$ cat src/rtl/mips_pkg.sv
// Shared widths, ALU decode constants, ctrl bit positions and multiply FSM
// state for the MIPS-style EX/MEM stage.
package mips_pkg;
  localparam int WIDTH = 16;
  localparam int RBITS = 3;
  localparam int CTRL_W = 5;
  localparam int MUL_ITERS = 16;

  localparam logic [1:0] ALUOP_ADD  = 2'b00;
  localparam logic [1:0] ALUOP_SUB  = 2'b01;
  localparam logic [1:0] ALUOP_FUNC = 2'b10;
  localparam logic [1:0] ALUOP_RSVD = 2'b11;

  localparam logic [2:0] OP_ADD = 3'b000;
  localparam logic [2:0] OP_SUB = 3'b001;
  localparam logic [2:0] OP_AND = 3'b010;
  localparam logic [2:0] OP_OR  = 3'b011;
  localparam logic [2:0] OP_SLT = 3'b100;
  localparam logic [2:0] OP_MUL = 3'b101;
  localparam logic [2:0] OP_NOR = 3'b110;
  localparam logic [2:0] OP_NOP = 3'b111;

  // ctrl = {memtoReg, regWrite, memRead, memWrite, branch}
  localparam int CTRL_MEMTOREG = 4;
  localparam int CTRL_REGWRITE = 3;
  localparam int CTRL_MEMREAD  = 2;
  localparam int CTRL_MEMWRITE = 1;
  localparam int CTRL_BRANCH   = 0;

  typedef enum logic {
    IDLE = 1'b0,
    MUL  = 1'b1
  } mulState_t;
endpackage

$ cat src/rtl/seq_mult16.sv
// Sixteen-iteration shift-add multiplier; product is the low WIDTH bits.
// done/product are combinational and describe the edge doing the last iteration.
module seq_mult16
  import mips_pkg::*;
#(
  parameter int WIDTH = mips_pkg::WIDTH
) (
  input  logic             clk,
  input  logic             rst_n,
  input  logic             start,
  input  logic             abort,
  input  logic             hold,
  input  logic [WIDTH-1:0] a,
  input  logic [WIDTH-1:0] b,
  output logic             busy,
  output logic             done,
  output logic [WIDTH-1:0] product
);
  mulState_t stateReg, stateNext;
  logic [3:0] countReg, countNext;
  logic [WIDTH-1:0] accReg, accNext, mcandReg, mcandNext, mplierReg, mplierNext;
  logic [WIDTH-1:0] accStep;

  assign accStep = mplierReg[0] ? accReg + mcandReg : accReg;
  assign busy    = (stateReg == MUL);
  assign done    = busy && !hold && !abort && (countReg == 4'(MUL_ITERS - 1));
  assign product = accStep;

  always_ff @(posedge clk or negedge rst_n) begin
    if (!rst_n) begin
      stateReg  <= IDLE;
      countReg  <= '0;
      accReg    <= '0;
      mcandReg  <= '0;
      mplierReg <= '0;
    end else begin
      stateReg  <= stateNext;
      countReg  <= countNext;
      accReg    <= accNext;
      mcandReg  <= mcandNext;
      mplierReg <= mplierNext;
    end
  end

  always_comb begin
    stateNext  = stateReg;
    countNext  = countReg;
    accNext    = accReg;
    mcandNext  = mcandReg;
    mplierNext = mplierReg;
    if (!hold) begin
      case (stateReg)
        IDLE: begin
          if (start) begin
            stateNext  = MUL;
            countNext  = '0;
            accNext    = '0;
            mcandNext  = a;
            mplierNext = b;
          end
        end
        MUL: begin
          if (abort) begin
            stateNext = IDLE;
            countNext = '0;
          end else begin
            accNext    = accStep;
            mcandNext  = mcandReg << 1;
            mplierNext = mplierReg >> 1;
            countNext  = countReg + 4'd1;
            if (done) begin
              stateNext = IDLE;
              countNext = '0;
            end
          end
        end
        default: stateNext = IDLE;
      endcase
    end
  end
endmodule

$ cat src/rtl/ex_mem_stage.sv
// EX stage ALU plus EX/MEM pipeline register; multiplies run on seq_mult16
// and emit bubbles until the product is ready.
module ex_mem_stage
  import mips_pkg::*;
#(
  parameter int WIDTH = mips_pkg::WIDTH,
  parameter int RBITS = mips_pkg::RBITS
) (
  input  logic              clk,
  input  logic              rst_n,
  input  logic              hit,
  input  logic              flush,
  input  logic [WIDTH-1:0]  nextinst,
  input  logic              regDst,
  input  logic              ALUSrc,
  input  logic [CTRL_W-1:0] ctrl,
  input  logic [1:0]        ALUOp,
  input  logic [2:0]        opCode,
  input  logic [WIDTH-1:0]  readData1,
  input  logic [WIDTH-1:0]  readData2,
  input  logic [WIDTH-1:0]  signExtend,
  input  logic [RBITS-1:0]  rt,
  input  logic [RBITS-1:0]  rd,
  output logic              busy,
  output logic [WIDTH-1:0]  aluResultOut,
  output logic [WIDTH-1:0]  writeDataOut,
  output logic [RBITS-1:0]  writeRegOut,
  output logic [WIDTH-1:0]  branchTargetOut,
  output logic              zeroOut,
  output logic              pcSrcOut,
  output logic [CTRL_W-1:0] ctrlOut
);
  logic [WIDTH-1:0]  opB, aluResult, branchTarget, mulProduct;
  logic [RBITS-1:0]  writeDest;
  logic [CTRL_W-1:0] ctrlEff;
  logic              isMul, isNop, mulStart, mulDone;

  logic [WIDTH-1:0]  aluResultReg, writeDataReg, branchTargetReg;
  logic [RBITS-1:0]  writeRegReg;
  logic              zeroReg, pcSrcReg;
  logic [CTRL_W-1:0] ctrlReg;
  logic [WIDTH-1:0]  capWriteDataReg, capBranchTargetReg;
  logic [RBITS-1:0]  capWriteRegReg;
  logic [CTRL_W-1:0] capCtrlReg;

  assign branchTarget = nextinst + signExtend;
  assign writeDest    = regDst ? rd : rt;

  always_comb begin
    opB       = ALUSrc ? signExtend : readData2;
    aluResult = '0;
    isMul     = 1'b0;
    isNop     = 1'b0;
    case (ALUOp)
      ALUOP_SUB: aluResult = readData1 - opB;
      ALUOP_FUNC: begin
        case (opCode)
          OP_ADD: aluResult = readData1 + opB;
          OP_SUB: aluResult = readData1 - opB;
          OP_AND: aluResult = readData1 & opB;
          OP_OR:  aluResult = readData1 | opB;
          OP_SLT: aluResult = {{(WIDTH-1){1'b0}}, ($signed(readData1) < $signed(opB))};
          OP_MUL: isMul = 1'b1;
          OP_NOR: aluResult = ~(readData1 | opB);
          OP_NOP: isNop = 1'b1;
          default: aluResult = '0;
        endcase
      end
      default: aluResult = readData1 + opB;  // 00 and reserved 11
    endcase
  end

  // A nop must never write the register file.
  genvar gi;
  generate
    for (gi = 0; gi < CTRL_W; gi++) begin : g_ctrlMask
      assign ctrlEff[gi] = ctrl[gi] & ~(isNop && (gi == CTRL_REGWRITE));
    end
  endgenerate

  assign mulStart = hit && !flush && !busy && isMul;

  seq_mult16 #(.WIDTH(WIDTH)) uMult (
    .clk     (clk),
    .rst_n   (rst_n),
    .start   (mulStart),
    .abort   (flush),
    .hold    (!hit),
    .a       (readData1),
    .b       (opB),
    .busy    (busy),
    .done    (mulDone),
    .product (mulProduct)
  );

  always_ff @(posedge clk or negedge rst_n) begin
    if (!rst_n) begin
      aluResultReg       <= '0;
      writeDataReg       <= '0;
      writeRegReg        <= '0;
      branchTargetReg    <= '0;
      zeroReg            <= 1'b0;
      pcSrcReg           <= 1'b0;
      ctrlReg            <= '0;
      capWriteDataReg    <= '0;
      capBranchTargetReg <= '0;
      capWriteRegReg     <= '0;
      capCtrlReg         <= '0;
    end else if (hit) begin
      if (flush || (busy && !mulDone) || mulStart) begin
        aluResultReg <= '0;
        ctrlReg      <= '0;
        pcSrcReg     <= 1'b0;
        if (mulStart) begin
          capWriteDataReg    <= readData2;
          capBranchTargetReg <= branchTarget;
          capWriteRegReg     <= writeDest;
          capCtrlReg         <= ctrlEff;
        end
      end else if (busy) begin
        aluResultReg    <= mulProduct;
        zeroReg         <= (mulProduct == '0);
        pcSrcReg        <= capCtrlReg[CTRL_BRANCH] && (mulProduct == '0);
        ctrlReg         <= capCtrlReg;
        writeDataReg    <= capWriteDataReg;
        writeRegReg     <= capWriteRegReg;
        branchTargetReg <= capBranchTargetReg;
      end else begin
        aluResultReg    <= aluResult;
        zeroReg         <= (aluResult == '0);
        pcSrcReg        <= ctrlEff[CTRL_BRANCH] && (aluResult == '0);
        ctrlReg         <= ctrlEff;
        writeDataReg    <= readData2;
        writeRegReg     <= writeDest;
        branchTargetReg <= branchTarget;
      end
    end
  end

  assign aluResultOut    = aluResultReg;
  assign writeDataOut    = writeDataReg;
  assign writeRegOut     = writeRegReg;
  assign branchTargetOut = branchTargetReg;
  assign zeroOut         = zeroReg;
  assign pcSrcOut        = pcSrcReg;
  assign ctrlOut         = ctrlReg;
endmodule

$ cat config.mk
export PLATFORM = sky130hd
export DESIGN_NAME = ex_mem_stage
export DESIGN_NICKNAME = d
export VERILOG_FILES = /design/src/rtl/mips_pkg.sv /design/src/rtl/seq_mult16.sv /design/src/rtl/ex_mem_stage.sv
export SDC_FILE = /design/constraint.sdc
export NUM_CORES = 1
export LEC_CHECK = 0
export ABC_AREA = 1
export BUFFER_PORTS_ARGS = -buffer_cell sky130_fd_sc_hd__buf_2
export CAP_MARGIN = 20
export CORE_MARGIN = 10
export CORE_UTILIZATION = 50
export DETAILED_ROUTE_END_ITERATION = 8
export PLACE_DENSITY = 0.78
export SYNTH_ARGS = -nofsm -noshare
export SYNTH_HDL_FRONTEND = slang
export SYNTH_SLANG_ARGS = --single-unit
export TNS_END_PERCENT = 1
$ cat constraint.sdc
create_clock -name clk -period 2.5 [get_ports clk]
set_input_delay 0.5 -clock clk [delete_from_list [all_inputs] [get_ports clk]]
set_output_delay 0.5 -clock clk [all_outputs]
set_load 0.01 [all_outputs]
==> metrics.yaml <==
drtAntennaViolNets: 0
crit_top_cell: "nand2_1"
post_drt_wl_per_cell_um: 17.9
yosysTopAreaCellShare_pct: 33.6
firstDrtPassIters: 8
die_x_um: 170
hold_class: "input pin to async pin"
pin_count: 145
ys_top_cells_by_area: "dfrtp_1, nand2_1, ha_1"
yosysMostFrequentCell: "nand2_1"
area_growth_pct: 34.4
viasPerCell: 5.41
synth_common_cells: "nand2_1, inv_1, dfrtp_1"
status: "finished, violations left"
syn_nets: 1821
fin_nets: 2195
maxCapViolations: 0
crit_slowest_cell: "ha_1"
clock-sinks: 151
detailroute.via_count: 12500
gp_congestion: 0.952
fmaxAchievable_mhz: 369
fin_crit_sh_pct: 108
dieArea_mm2: 0.0289
ys_ff_latch: 151
drive_gt1_share_pct: 26.4
p_leak_nw: 8.16
fin_crit_ns: 2.71
end_kind: "flip-flop"
htreeDepth: 4
tritoncts: "done"
portBuffers: 144
drv_slew: 0
peakVddDrop_v: 0.000435
max_slew_margin_pct: 51.0
required_ns: 2.87
first_iter_violations: 1027
clkLatencyLatePin_ns: 0.44
post-dp-hpwl_um: 32600
startpoint_type: "input pin"
finalHoldViolCount: 0
async_flop_share_pct: 100
grt_overflow: 0
hold_ws_ns: 0.0233
core-area_mm2: 0.0220
ys_warn_count: 0
critical-path-top-delay-family: "simple AND/OR/NAND/NOR gates"
synth_area_leader_cell: "dfrtp_1"
power.density_mw_per_mm2: 632
worstSetupPathType: "input pin to flip-flop"
synthFlopType: "dfrtp_1"
violations: "setup timing"
synth.cell_area_mm2: 0.0113
grt_pass1_wl_um: 65900
clk_pin_slew_ns: 0.07
antenna_found_initial: 2
synthCells: 1640
path_buf_inv: 4
rsz0062_at_grt: "yes"
cts_buffers: 17
initial_core_util_pct: 51.3
tns_ns: -1.06
dieHeight_um: 170
track_usage_pct: 28.6
root_buffer: "clkbuf_16"
yosysSeqAreaShare_pct: 33.6
cp.arrival_ns: 3.08
grt_max_degree: 70
wl_um: 41400
cts.path.max_buffers: 2
layout_setup_ws_ns: -0.212
rows: 54
cp_cell_sequence: "buf_2, inv_1, nand2_1, o21ai_4, buf_4, ha_1, a21oi_2, buf_4, o21ai_0, nor2_2, nand2_1, nand2_1, nor2_1, a21oi_4, nand3_1, nor2_1, nand3_1, nor2_2, nand3_1, nand2_1, nand2_1, nand2_1"
fin_skew_ns: 0.0164
crit_fanout: 3
drc: 0
synth-edff-count: 0
tightest_slew_ns: 0.734
crit_path_max_incr_delay_ns: 0.31
grt_pass1_vias: 12600
syn_area_per_cell_um2: 6.87
synth.distinct_cells: 48
setup_viol: 11
## power breakdown
part	total [mW]	internal, mW	switching, mW
Clock	2.53	1.32	1.21
Combinational	3.81	1.64	2.17
Sequential	3.22	2.90	0.323
## per-stage QoR
| stage | power [mW] | instance area, um2 | instances | setup WS [ns] | utilization [%] |
|---|---|---|---|---|---|
| floorplan | 5.22 | 11400 | 1640 | -0.0938 | - |
| global placement | 6.79 | 14200 | 2265 | -1.13 | 64.6 |
| detailed placement | 6.86 | 14200 | 2265 | -1.17 | 64.6 |
| CTS | 9.50 | 15000 | 2306 | -0.147 | 68.5 |
| global route | 10.1 | 15100 | 2307 | -0.424 | 68.9 |
| finish | 9.56 | 15100 | 2308 | -0.212 | 68.9 |
## registers in the layout, summed over array words and instances, names as in the netlist
name,flops
aluResultOut,16
branchTargetOut,16
capBranchTargetReg,16
capWriteDataReg,16
uMult.accReg,16
uMult.mcandReg,16
uMult.mplierReg,16
writeDataOut,16
capCtrlReg,5
ctrlOut,5
uMult.countReg,4
capWriteRegReg,3
writeRegOut,3
pcSrcOut,1
uMult.busy,1
zeroOut,1
## placed cells by master, fill, tap and decap left out, types with 6 or more instances in the layout
cell / n
a21oi_1: 70
a21oi_2: 9
a31oi_1: 55
buf_12: 6
buf_2: 142
buf_4: 265
clkbuf_16: 17
dfrtp_1: 150
ha_1: 84
ha_4: 7
inv_1: 174
inv_2: 11
inv_6: 7
nand2_1: 510
nand2_2: 12
nand3_1: 99
nand3_2: 9
nand4_1: 14
nor2_1: 127
nor2_2: 8
nor3_1: 10
o211ai_1: 7
o21a_1: 6
o21ai_0: 106
o21ai_1: 18
o21ai_4: 6
xnor2_1: 8
xor2_1: 10
## per-layer routing
layer | vias up | global-route usage, % | part of all wire, % | wire length [um]
met1 | 5804 | 35.1 | 41 | 17000
met2 | 481 | 49.0 | 48 | 20100
met4 | 2 | 10.5 | 3.6 | 1480
li1 | 6102 | - | - | -
met3 | 94 | 5.32 | 6.9 | 2870
met5 | - | 0 | 0.043 | 18
## cell type report
class | instances | area, um2
repair buffers | 417 | 2890
flip-flops and latches | 151 | 3780
clock inverters | 14 | 126
well taps | 280 | 350
multi-input cells | 1242 | 6860
diodes | 1 | 2.50
inverters | 185 | 694
fillers | 1933 | 6820
clock buffers | 18 | 429
## cells by family (layout without fill, tap and decap cells)
group,count (synthesis),after routing,share of synthesized area (%)
AND/OR/NAND/NOR,804,804,28.8
AO/OA/AOI/OAI,318,318,16.0
buffers and inverters,247,634,8.72
flip-flops,151,151,33.6
adder cells (fa/ha/maj),95,95,10.8
XOR/XNOR,19,19,1.48
multiplexers,6,6,0.567
other,0,1,0
## path summary, 6_finish.rpt
kind | to | slack [ns] | depth (start not counted) | from
worst max-delay path | pcSrcOut | -0.21 | 22 | signExtend[6]
worst min-delay path | capWriteRegReg[2] | 0.02 | 1 | rst_n
worst max register to register | zeroOut | -0.07 | 15 | uMult.mcandReg[0]
worst min register to register | branchTargetOut[15] | 0.48 | 2 | branchTargetOut[15]
max in group asynchronous | capCtrlReg[2] | 1.73 | 2 | rst_n
min in group clk | capCtrlReg[1] | 0.28 | 3 | ctrl[1]
## timing repair
action / in CTS / in global routing
endpoints found under the hold margin: 0 / 0
resized for setup: 54 / 20
pin swaps: 24 / 7
cloned: 1 / 0
endpoints found under the setup margin: 14 / 20
buffers inserted: 8 / 1
hold buffers: 0 / 0
Note: power is estimated with default switching activity, not from simulation.
